File: config.mk
export PLATFORM = sky130hd
export DESIGN_NAME = frost_share_reader
export DESIGN_NICKNAME = d
export VERILOG_FILES = /design/src/rtl/frost_share_reader.sv
export SDC_FILE = /design/constraint.sdc
export NUM_CORES = 1
export LEC_CHECK = 0
export BUFFER_PORTS_ARGS = -buffer_cell sky130_fd_sc_hd__buf_2
export CAP_MARGIN = 20
export CORE_AREA = 3 3 207 209
export CTS_BUF_LIST = sky130_fd_sc_hd__clkbuf_16
export CTS_CLUSTER_SIZE = 12
export DETAILED_ROUTE_END_ITERATION = 10
export DIE_AREA = 0 0 210 212
export HOLD_SLACK_MARGIN = 0.1
export PLACE_DENSITY = 0.6
export REMOVE_ABC_BUFFERS = 1
export SKIP_LAST_GASP = 1
export SLEW_MARGIN = 20
export SYNTH_ARGS = -nofsm -noshare
export SYNTH_HDL_FRONTEND = slang
export SYNTH_SLANG_ARGS = --single-unit
File: constraint.sdc
create_clock -name clk -period 15.4 [get_ports clk]
set_input_delay 0 -clock clk [delete_from_list [all_inputs] [get_ports clk]]
set_output_delay 0 -clock clk [all_outputs]
set_load 0.1 [all_outputs]
File: src/rtl/frost_share_reader.sv
// frost_share_reader: collects one secret share per sender from a shared
// share memory. It scans the share-present bitmap for the lowest undelivered
// sender, reads that share, and presents it on a valid/ready handshake. The
// run ends in DONE when every sender has been delivered, or in TIMEOUT when
// no new share appears for too long.
module frost_share_reader #(
    parameter int NUM_NODES      = 4,
    parameter int SCALAR_BITS    = 252,
    parameter int TIMEOUT_CYCLES = 1024,
    localparam int AW            = (NUM_NODES > 1) ? $clog2(NUM_NODES) : 1
) (
    input  logic                   clk,
    input  logic                   rst,
    input  logic                   start,
    input  logic [NUM_NODES-1:0]   valid_in,
    output logic                   rd_en,
    output logic [AW-1:0]          rd_addr,
    input  logic [SCALAR_BITS-1:0] rd_data,
    output logic                   share_valid,
    input  logic                   share_ready,
    output logic [SCALAR_BITS-1:0] share_data,
    output logic [AW-1:0]          share_sender,
    output logic                   busy,
    output logic                   done,
    output logic                   timeout,
    output logic [NUM_NODES-1:0]   received_mask,
    output logic [15:0]            cycles
);

    localparam int            IW     = $clog2(TIMEOUT_CYCLES + 1);
    localparam logic [IW-1:0] TO_LIM = IW'(TIMEOUT_CYCLES);

    typedef enum logic [2:0] {
        S_IDLE, S_SCAN, S_READ, S_WAIT, S_PRESENT, S_DONE, S_TIMEOUT
    } state_t;

    state_t                 state_q, state_d;
    logic [NUM_NODES-1:0]   mask_q, mask_d;
    logic [15:0]            cycles_q, cycles_d;
    logic [IW-1:0]          idle_q, idle_d;
    logic [AW-1:0]          rd_addr_q, rd_addr_d;
    logic [SCALAR_BITS-1:0] share_data_q, share_data_d;
    logic [AW-1:0]          share_sender_q, share_sender_d;

    logic [NUM_NODES-1:0]   eligible;
    logic                   found;
    logic [AW-1:0]          pick;
    logic [IW-1:0]          idle_inc;
    logic                   idle_hit;
    logic [NUM_NODES-1:0]   mask_set;
    logic                   all_set;

    // Lowest-index undelivered sender that has a share ready; mask bits that
    // are already set make later drops of valid_in irrelevant.
    always_comb begin
        eligible = valid_in & ~mask_q;
        found    = |eligible;
        pick     = '0;
        for (int j = NUM_NODES - 1; j >= 0; j--) begin
            if (eligible[j]) pick = AW'(j);
        end
        idle_inc = idle_q + 1'b1;
        idle_hit = (idle_inc >= TO_LIM);
        mask_set = mask_q | (NUM_NODES'(1) << share_sender_q);
        all_set  = &mask_set;
    end

    // State register; reset aborts any in-flight read or handshake.
    always_ff @(posedge clk or posedge rst) begin
        if (rst) state_q <= S_IDLE;
        else     state_q <= state_d;
    end

    // Next-state logic; start is only looked at in the non-busy states.
    always_comb begin
        state_d = state_q;
        case (state_q)
            S_IDLE, S_DONE, S_TIMEOUT: if (start) state_d = S_SCAN;
            S_SCAN: begin
                if (found)         state_d = S_READ;
                else if (idle_hit) state_d = S_TIMEOUT;
            end
            S_READ:    state_d = S_WAIT;
            S_WAIT:    state_d = S_PRESENT;
            S_PRESENT: if (share_ready) state_d = all_set ? S_DONE : S_SCAN;
            default:   state_d = S_IDLE;
        endcase
    end

    // Datapath next values: run bookkeeping, read address, captured share.
    always_comb begin
        mask_d         = mask_q;
        cycles_d       = cycles_q;
        idle_d         = idle_q;
        rd_addr_d      = rd_addr_q;
        share_data_d   = share_data_q;
        share_sender_d = share_sender_q;
        if (busy && cycles_q != 16'hFFFF) cycles_d = cycles_q + 16'd1;
        case (state_q)
            S_IDLE, S_DONE, S_TIMEOUT: begin
                if (start) begin
                    mask_d   = '0;
                    cycles_d = '0;
                    idle_d   = '0;
                end
            end
            S_SCAN: begin
                if (found) begin
                    rd_addr_d = pick;
                    idle_d    = '0;
                end else begin
                    idle_d = idle_inc;
                end
            end
            // rd_data answers the READ-cycle strobe here, one cycle later.
            S_WAIT: begin
                share_data_d   = rd_data;
                share_sender_d = rd_addr_q;
            end
            S_PRESENT: if (share_ready) mask_d = mask_set;
            default: ;
        endcase
    end

    // Datapath registers.
    always_ff @(posedge clk or posedge rst) begin
        if (rst) begin
            mask_q         <= '0;
            cycles_q       <= '0;
            idle_q         <= '0;
            rd_addr_q      <= '0;
            share_data_q   <= '0;
            share_sender_q <= '0;
        end else begin
            mask_q         <= mask_d;
            cycles_q       <= cycles_d;
            idle_q         <= idle_d;
            rd_addr_q      <= rd_addr_d;
            share_data_q   <= share_data_d;
            share_sender_q <= share_sender_d;
        end
    end

    // Status and strobe outputs decoded from the state.
    always_comb begin
        rd_en       = (state_q == S_READ);
        share_valid = (state_q == S_PRESENT);
        busy        = (state_q == S_SCAN) || (state_q == S_READ) ||
                      (state_q == S_WAIT) || (state_q == S_PRESENT);
        done        = (state_q == S_DONE);
        timeout     = (state_q == S_TIMEOUT);
    end

    assign rd_addr       = rd_addr_q;
    assign share_data    = share_data_q;
    assign share_sender  = share_sender_q;
    assign received_mask = mask_q;
    assign cycles        = cycles_q;

endmodule

==> summary.txt, run 1 <==
Run status
  • Outcome: finished clean

Die
  • Initial Utilization: 28.1%
  • Die H: 212 um
  • Die Area: 44,500 sq um
  • DIE WIDTH: 210 um
  • Core box area: 41,000 sq um
  • I/O Pins: 541
  • Cell row count: 74

Clock network
  • Post-CTS Setup Repair Bufs: 0
  • Cts repair resizes: 0
  • CTS clk-pin slew, worst paths: 0.06 ns
  • Cts hold-fix bufs: 262
  • Root Buffer Master: clkbuf_16
  • H-tree levels: 2
  • Clk sinks: 290
  • CTS buffer count: 34
  • CTS tree: done
  • Max clock buf depth: 3
  • Clock latency on the worst-skew pair: 0.52 ns

Critical path
  • Crit path max-delay family: buffers and inverters
  • Worst R2R Setup Slack: 12.31 ns
  • Cells along the critical path: nand3_4, buf_4, buf_6, mux2_2
  • Worst Path Arrival: 3.48 ns
  • Worst path slowest cell: buf_6
  • Worst path required time: 15.79 ns
  • R2R Path Start: state_q[0]$_DFFE_PP0P_
  • CP startpoint: state_q[0]$_DFFE_PP0P_
  • Worst-path maximum fanout: 92
  • Critical Path End Type: register
  • Critical path class: register to register
  • CP Buf/Inv Count: 2
  • Delay of the slowest critical-path stage: 0.71 ns
  • Startpoint types: register

Worst hold path
  • Hold Crit Class: input pin to async pin

Place
  • Dpl cells: 1,814
  • GPL Wtd Cong: 0.780
  • Dpl hpwl: 24,200 um
  • I/O Buffers: 540

STA
  • # setup viols final: 0
  • Clock Skew: 0.0144 ns
  • Setup TNS: 0 ns
  • Max Fclk: 324 MHz
  • Final period utilization: 20.0%
  • Worst Tran Pin Value: 0.997 ns
  • Max-slew headroom: 33.6%
  • RSZ-0062 raised after global routing: false
  • Slew Viols, Final: 0
  • Final Hold Viols: 0
  • Final min period: 3.09 ns

Yosys
  • Cell type with the largest total area after synthesis: dfrtp_1
  • Post-Syn Instances: 770
  • Top cells by area in the synthesized netlist: dfrtp_1 63%, mux2_2 19%, mux2_1 5.9%, buf_2 1.0%, nor2_1 1.0%
  • Syn. warnings: 0
  • Synth cell types: 52
  • Top cell type's share of synthesized area: 62.9%
  • Flops & latches, synth: 290
  • Netlist area before placement: 11,500 sq um
  • Post-synthesis sequential area ratio: 62.9%
  • Syn avg cell area: 15.0 sq um

GRT
  • Vias in the first global route: 10,300
  • Initial antenna violation count: 0
  • Gr ovfl total: 0
  • Total track usage: 15.5%
  • Largest net degree at the start of global routing: 93
  • First-pass GRT wire length: 55,400 um

Finish
  • Total Nets Final: 1,842
  • Fin cells: 2,137
  • Ratio of cells with drive above 1 in the final layout: 50.4%
  • Area delta synth->final: 59.8%
  • Fin util: 44.9%

Detailed routing
  • Final ANT Viol Nets: 0
  • DR pass1 iterations: 5
  • Post-Route WL: 36,100 um
  • DRT iter0 DRCs: 441
  • Residual DRC: 0
  • Vias/cell: 4.43
  • DR vias: 9,467
  • Routed wire per std cell: 16.9 um

Run
  • Max cap viols: 0
==> cells by family (layout without fill, tap and decap cells) <==
kind of cell / after synthesis / in the layout / share of synthesized area [%]
adders and majority gates: 2 / 2 / 0.217
other: 0 / 1 / 0
buffers and inverters: 45 / 879 / 2.12
DFF: 290 / 290 / 62.9
xor gates and xnor gates: 14 / 14 / 1.06
AOI/OAI and AO/OA: 51 / 51 / 2.96
muxes: 258 / 258 / 25.2
and+or+nand+nor: 110 / 110 / 5.55
==> sequential cells by signal, summed over array words and instances (netlist names) <==
signal and count:
idle_q 11, rd_addr 2, share_data 252, received_mask 4
share_sender 2, cycles 16, state_q 3
==> cells in the final DEF (no fill, tap or decap), drive strengths merged, types with 4 or more instances in the layout <==
| cell type | count |
|---|---|
| buf | 547 |
| o21ai | 17 |
| nor3 | 8 |
| dlygate4sd3 | 262 |
| a31oi | 4 |
| mux2 | 255 |
| inv | 18 |
| nor4 | 7 |
| nand3 | 11 |
| xnor2 | 12 |
| dfrtp | 290 |
| clkinv | 15 |
| nand4 | 7 |
| nor2 | 34 |
| clkbuf | 37 |
| nand2 | 20 |
| nand2b | 5 |
| a21oi | 14 |
==> area by class of cell <==
cell class | instances | area (sq um)
Inverter | 10 | 45.0
Clock buffer | 37 | 926
Clock inverter | 23 | 103
Antenna cell | 1 | 2.50
Multi-Input combinational cell | 435 | 4040
Fill cell | 3676 | 22600
Timing Repair Buffer | 809 | 5380
Tap cell | 532 | 666
Sequential cell | 290 | 7260
==> metrics by stage <==
stage / setup slack (ns) / hold WS [ns] / instance area, sq um
detailed placement: 12.05 / 0.142 / 14800
CTS: 12.04 / 0.108 / 18400
global route: 12.12 / 0.168 / 18400
floorplan: 6.58 / 0.132 / 11300
finish: 12.31 / 0.131 / 18400
global placement: 12.11 / 0.134 / 14800
==> layer usage <==
layer,track usage [%],up-vias,part of all wire (%)
met3,4.49,69,7.1
met2,28.1,379,52
met1,17.4,4652,38
met4,5.74,0,2.9
li1,-,4367,-
met5,0,-,0
==> worst paths after layout <==
| path | to | cells past startpoint |
|---|---|---|
| max in group asynchronous | idle_q[1]$_DFFE_PP0P_ | 5 |
| min in group clk | idle_q[8]$_DFFE_PP0P_ | 4 |
| setup / recovery | share_data[248]$_DFFE_PP0P_ | 4 |
| hold / removal | share_data[225]$_DFFE_PP0P_ | 3 |
| hold reg to reg | idle_q[6]$_DFFE_PP0P_ | 1 |
| setup reg to reg | share_data[248]$_DFFE_PP0P_ | 4 |
==> synth_stat cells, drive strengths merged <==
master / number
inv: 10
nand3b: 1
nor3: 8
xor2: 2
nor2: 34
nor4: 7
buf: 35
o41ai: 2
nand2b: 5
nor2b: 3
and4: 2
nand4: 7
a41o: 2
o21ai: 17
a311oi: 1
nand3: 11
a31oi: 4
nor3b: 1
a2111oi: 1
nand2: 20
xnor2: 12
and2: 3
mux2i: 3
a22o: 2
nor4b: 2
a21boi: 2
a41oi: 1
a221oi: 1
ha: 2
a21oi: 14
and3: 3
or3: 1
mux2: 255
a22oi: 1
or4: 2
dfrtp: 290
a211oi: 3
==> worst register-to-register path: stages, from the launching register on <==
cell and delay [ns]:
dfrtp_1 0.58, nand3_4 0.55, buf_4 0.60, buf_6 0.75
mux2_2 0.49
Power of run 1 is not shown: default switching activity piles up to over one toggle a cycle in this logic, so the estimate is an artifact.
==> run 2: changes to the inputs <==
- PLACE_DENSITY: 0.6 -> 0.62
- clock period: 15.4 -> 2.6 ns (I/O delays scaled with it)
==> run 2 against run 1 <==
Effect of this change: worst hold slack lost 0.0053 ns; die area unchanged; clock skew is 0.0053 ns higher; final area increased by 1.4%; register-to-register slack got worse by 12 ns; via count is 1.9% higher; sequential share of layout area down 0.53 points; non-clock buffer count grew 19; critical path type unchanged.
==> summary.txt, run 2 (synthesized netlist as in run 1, its figures left out) <==
Finish
  • Fin cells: 2,156 (+0.89%)
  • Commonest non-fill, non-tap cell in the layout: buf_2
  • Area delta synth->final: 62.0%
  • Total Nets Final: 1,861 (+1.0%)
  • Most frequent cells in the layout: 540 x buf_2, 289 x dfrtp_1, 264 x dlygate4sd3_1
  • Ratio of cells with drive above 1 in the final layout: 51.0% (+0.58 points)
  • Fin util: 45.5% (+0.62 points)
  • FILL cells: 3,572 (-2.8%)
  • Number of flip-flops in the largest register: 252 (unchanged)

Die
  • Die Area: 44,500 sq um (unchanged)
  • Initial Utilization: 28.1% (unchanged)
  • I/O Pins: 541 (unchanged)
  • Cell row count: 74 (unchanged)
  • DIE WIDTH: 210 um (unchanged)
  • Die H: 212 um (unchanged)
  • Core box area: 41,000 sq um (unchanged)

Critical path
  • Worst Path Arrival: 2.87 ns (-0.61 ns)
  • Most used cell, CP: dlygate4sd3_1
  • Worst R2R Setup Slack: 0.13 ns (-12.18 ns)
  • Delay of the slowest critical-path stage: 0.57 ns (-0.14 ns)
  • Critical Path End Type: register
  • CP Buf/Inv Count: 3 (+1)
  • Critical path class: register to register
  • Startpoint types: register
  • Worst path slowest cell: dlygate4sd3_1
  • Crit path max-delay family: buffers and inverters
  • R2r worst-path depth: 6 (+2)
  • Worst-path maximum fanout: 11 (-88%)
  • R2R Path Start: state_q[1]$_DFFE_PP0P_
  • Cells along the critical path: inv_1, nand3_2, a21oi_1, dlygate4sd3_1, nor2_1, dlygate4sd3_1
  • R2r endpoint: rd_addr[1]$_DFFE_PP0P_
  • Worst path required time: 3.00 ns (-12.79 ns)

Detailed routing
  • DR vias: 9,643 (+1.9%)
  • Vias/cell: 4.47 (+0.96%)
  • Routed wire per std cell: 17.3 um (+2.6%)
  • Residual DRC: 0 (unchanged)
  • DRT iter0 DRCs: 435 (-1.4%)
  • DR pass1 iterations: 4 (-1)
  • Final ANT Viol Nets: 0 (unchanged)
  • Post-Route WL: 37,400 um (+3.5%)

Place
  • Dpl hpwl: 25,000 um (+3.1%)
  • I/O Buffers: 540 (unchanged)
  • GPL Wtd Cong: 0.819 (+5.0%)
  • Dpl cells: 1,831 (+0.94%)

STA
  • Max-slew headroom: 59.3% (+26 points)
  • Slew Viols, Final: 0 (unchanged)
  • Max Fclk: 405 MHz (+25%)
  • RSZ-0062 raised after global routing: false
  • # setup viols final: 0 (unchanged)
  • Clock Skew: 0.0196 ns (+0.00527 ns)
  • Final Hold Viols: 0 (unchanged)
  • Worst Tran Pin Value: 0.611 ns (-0.386 ns)
  • Final period utilization: 95.0% (+75 points)
  • Final min period: 2.47 ns (-0.618 ns)

Clock network
  • Clock latency on the worst-skew pair: 0.52 ns (about the same)
  • Root Buffer Master: clkbuf_16
  • Post-CTS Setup Repair Bufs: 0 (unchanged)
  • CTS buffer count: 34 (unchanged)
  • CTS tree: done
  • Clk sinks: 290 (unchanged)
  • CTS clk-pin slew, worst paths: 0.06 ns (about the same)
  • H-tree levels: 2 (unchanged)
  • Max clock buf depth: 3 (unchanged)

GRT
  • Vias in the first global route: 10,700 (+3.2%)
  • Total track usage: 16.2% (+0.67 points)
  • Largest net degree at the start of global routing: 95 (+2.2%)
  • Gr ovfl total: 0 (unchanged)
  • Initial antenna violation count: 0 (unchanged)
  • First-pass GRT wire length: 57,800 um (+4.3%)

Worst hold path
  • Hold Crit Class: input pin to async pin

Run status
  • Outcome: finished clean

Run
  • Max cap viols: 0 (unchanged)
run 2: cell types whose count changed in the layout (fill, tap and decap cells not counted), sizes merged:
| cell | delta |
|---|---|
| clkinvlp | +1 |
| clkinv | -2 |
| bufinv | +2 |
| buf | +17 |
| dlygate4sd3 | +2 |
| inv | +1 |
| clkbuf | -2 |
run 2: worst register-to-register path, cell delays in order (launching register included):
cell and delay, ns:
dfrtp_1 0.54, inv_1 0.23, nand3_2 0.22, a21oi_1 0.18
dlygate4sd3_1 0.57, nor2_1 0.05, dlygate4sd3_1 0.56
run 2: layout make-up:
type / instances / area (sq um) / share of cell area, %
Antenna cell: 1 / 2.50 / 0.0134
Clock inverter: 25 / 165 / 0.884
Sequential cell: 290 / 7260 / 38.9
Multi-Input combinational cell: 435 / 4050 / 21.7
Inverter: 10 / 45.0 / 0.241
Tap cell: 532 / 666 / 3.56
Timing Repair Buffer: 828 / 5610 / 30.1
Clock buffer: 35 / 876 / 4.69
run 2: worst max-delay path by stage:
stage	startpoint	endpoint	slack, ns	cells past startpoint
floorplan	state_q[0]$_DFFE_PP0P_	share_data[100]$_DFFE_PP0P_	-6.22	2
global placement	state_q[0]$_DFFE_PP0P_	share_data[84]$_DFFE_PP0P_	0.69	4
detailed placement	state_q[0]$_DFFE_PP0P_	share_data[84]$_DFFE_PP0P_	0.65	4
CTS	received_mask[0]$_DFFE_PP0P_	rd_addr[0]$_DFFE_PP0P_	0.17	7
global route	state_q[1]$_DFFE_PP0P_	rd_addr[1]$_DFFE_PP0P_	0.007	6
finish	state_q[1]$_DFFE_PP0P_	rd_addr[1]$_DFFE_PP0P_	0.13	6
run 2: per-layer routing:
| layer | vias to the layer above | track usage (%) | share of wire, % |
|---|---|---|---|
| li1 | 4400 | - | - |
| met1 | 4777 | 17.7 | 37 |
| met5 | - | 0 | 0 |
| met4 | 0 | 6.46 | 3.0 |
| met3 | 73 | 4.66 | 7.3 |
| met2 | 393 | 29.6 | 52 |
run 2: what timing repair did:
item,4_1_cts,5_1_grt
hold endpoints to repair,550,0
setup endpoints to repair,0,2
resized for setup,0,2
hold buffers,264,0
run 2: metrics by stage:
stage | worst slack [ns] | hold WS, ns | cell area, sq um | setup TNS [ns]
5_1_grt | 0.00704 | 0.168 | 18700 | 0
3_3_place_gp | 0.693 | 0.137 | 15000 | 0
2_1_floorplan | -6.22 | 0.132 | 11300 | -3131.68
4_1_cts | 0.172 | 0.112 | 18700 | 0
6_report | 0.131 | 0.126 | 18700 | 0
3_5_place_dp | 0.647 | 0.144 | 15000 | 0
Power of run 2 is left out for the same reason.
==> run 3: changes to the inputs <==
- BUFFER_PORTS_ARGS: -buffer_cell sky130_fd_sc_hd__buf_2 -> not set
- DONT_BUFFER_PORTS: not set -> 1
- PLACE_DENSITY: 0.62 -> 0.51
- SKIP_LAST_GASP: 1 -> not set
==> run 3 against run 2 <==
Effect of this change: non-clock buffer count decreased by 492; maximum frequency is 0.35% higher; sequential share of layout area increased by 5.4 points; via count down 20%; die area unchanged; final area fell by 12%; register-to-register slack about the same; cell count fell by 23%; clock-buffer cell count grew 2; worst hold slack improved by 0.017 ns; critical path depth unchanged; largest cell class unchanged.
==> summary.txt, run 3 (synthesized netlist as in run 1, its figures left out) <==
Finish
  • Number of flip-flops in the largest register: 252 (unchanged)
  • Area delta synth->final: 42.3%
  • Most frequent cells in the layout: 290 x dfrtp_1, 276 x dlygate4sd3_1, 195 x mux2_2
  • Fin cells: 1,665 (-23%)
  • Ratio of cells with drive above 1 in the final layout: 28.8% (-22 points)
  • Total Nets Final: 1,370 (-26%)
  • Commonest non-fill, non-tap cell in the layout: dfrtp_1

STA
  • # setup viols final: 0 (unchanged)
  • Worst Tran Pin Value: 1.02 ns (+0.406 ns)
  • Final period utilization: 94.6% (-0.33 points)
  • Final min period: 2.46 ns (-0.00866 ns)
  • Clock Skew: 0.00699 ns (-0.0127 ns)
  • Setup ws final: 0.139 ns (+0.00866 ns)
  • Slew Viols, Final: 0 (unchanged)
  • Final Hold Viols: 0 (unchanged)
  • Max Fclk: 406 MHz (+0.35%)
  • Max-slew headroom: 32.2% (-27 points)
  • RSZ-0062 raised after global routing: false

Clock network
  • H-tree levels: 2 (unchanged)
  • Max clock buf depth: 3 (unchanged)
  • Clock latency on the worst-skew pair: 0.52 ns (about the same)
  • CTS buffer count: 35 (+2.9%)
  • Cts repair resizes: 0 (unchanged)
  • CTS clk-pin slew, worst paths: 0.06 ns (about the same)
  • Root Buffer Master: clkbuf_16
  • CTS tree: done
  • Clk sinks: 290 (unchanged)

Die
  • Initial Utilization: 28.1% (unchanged)
  • Cell row count: 74 (unchanged)
  • I/O Pins: 541 (unchanged)
  • DIE WIDTH: 210 um (unchanged)
  • Die Area: 44,500 sq um (unchanged)
  • Die H: 212 um (unchanged)
  • Core box area: 41,000 sq um (unchanged)

Critical path
  • Worst path slowest cell: dlygate4sd3_1
  • Critical Path End Type: register
  • Delay of the slowest critical-path stage: 0.57 ns (about the same)
  • Worst-path maximum fanout: 11 (unchanged)
  • Cells along the critical path: inv_1, nand3_2, a21oi_1, dlygate4sd3_1, nor2_1, dlygate4sd3_1
  • Startpoint types: register
  • Worst path required time: 3.00 ns (about the same)
  • Critical path class: register to register
  • Most used cell, CP: dlygate4sd3_1
  • Worst Path Arrival: 2.86 ns (about the same)

Detailed routing
  • Routed wire per std cell: 20.1 um (+16%)
  • Post-Route WL: 33,500 um (-10%)
  • DR pass1 iterations: 4 (unchanged)
  • DRT iter0 DRCs: 318 (-27%)
  • DR vias: 7,693 (-20%)
  • Final ANT Viol Nets: 0 (unchanged)
  • Vias/cell: 4.62 (+3.3%)
  • Residual DRC: 0 (unchanged)

Place
  • GPL Wtd Cong: 0.762 (-7.0%)
  • I/O Buffers: 0 (-100%)
  • Dpl cells: 1,324 (-28%)
  • Dpl hpwl: 22,900 um (-8.2%)
  • Pre-CTS setup slack: 0.588 ns (-0.0595 ns)

GRT
  • First-pass GRT wire length: 50,300 um (-13%)
  • Vias in the first global route: 8,503 (-20%)
  • Total track usage: 14.3% (-1.8 points)
  • Initial antenna violation count: 1 (+1)
  • Gr ovfl total: 0 (unchanged)
  • Largest net degree at the start of global routing: 75 (-21%)

Worst hold path
  • Hold Crit Class: input pin to register

Run status
  • Outcome: finished clean

Run
  • Max cap viols: 0 (unchanged)
## run 3: critical path, delay by kind of cell (launching register included)
family,cells,cell delay (ns)
buffers and inverters,3,1.35
flip-flops,1,0.54
AND/OR/NAND/NOR,2,0.27
AO/OA/AOI/OAI,1,0.18
## run 3: routing by layer
layer	global-route usage (%)	vias to the layer above	wire, um
met1	15.7	3848	12200
met5	0	-	13
met2	25.8	366	17600
met4	5.53	2	909
li1	-	3415	-
met3	4.71	62	2760
## run 3: worst paths after layout
path | from | endpoint | slack [ns] | depth (start not counted)
worst min-delay path | rd_data[91] | share_data[91]$_DFFE_PP0P_ | 0.14 | 2
min in group asynchronous | rst | cycles[15]$_DFF_PP0_ | 0.64 | 3
worst max register to register | state_q[1]$_DFFE_PP0P_ | rd_addr[1]$_DFFE_PP0P_ | 0.14 | 6
worst min register to register | idle_q[6]$_DFFE_PP0P_ | idle_q[6]$_DFFE_PP0P_ | 0.47 | 1
worst max-delay path | state_q[1]$_DFFE_PP0P_ | rd_addr[1]$_DFFE_PP0P_ | 0.14 | 6
max in group asynchronous | rst | share_data[140]$_DFFE_PP0P_ | 0.52 | 4
## run 3: stage by stage
step	instance area (sq um)	hold slack, ns	TNS (ns)	utilization, %
after floorplan	11300	0.132	-3131.68	-
after global placement	12600	-0.00319	0	30.6
after detailed placement	12600	0.00414	0	30.6
after CTS	16400	0.100	0	39.9
after global routing	16400	0.127	0	40.0
final	16400	0.143	0	40.0
## run 3: what timing repair did
item | 4_1_cts | 5_1_grt
setup endpoints to repair | 0 | 9
hold endpoints to repair | 577 | 0
hold buffers | 276 | 0
buffers inserted | 0 | 3
## run 3: cell type report
type                            count  area [sq um]
Antenna cell                        1          2.50
Clock buffer                       37           926
Clock inverter                     24           136
Fill cell                        3746         24600
Inverter                           10          45.0
Multi-Input combinational cell    435          4060
Sequential cell                   290          7260
Tap cell                          532           666
Timing Repair Buffer              336          3330
Power of run 3 is left out for the same reason.
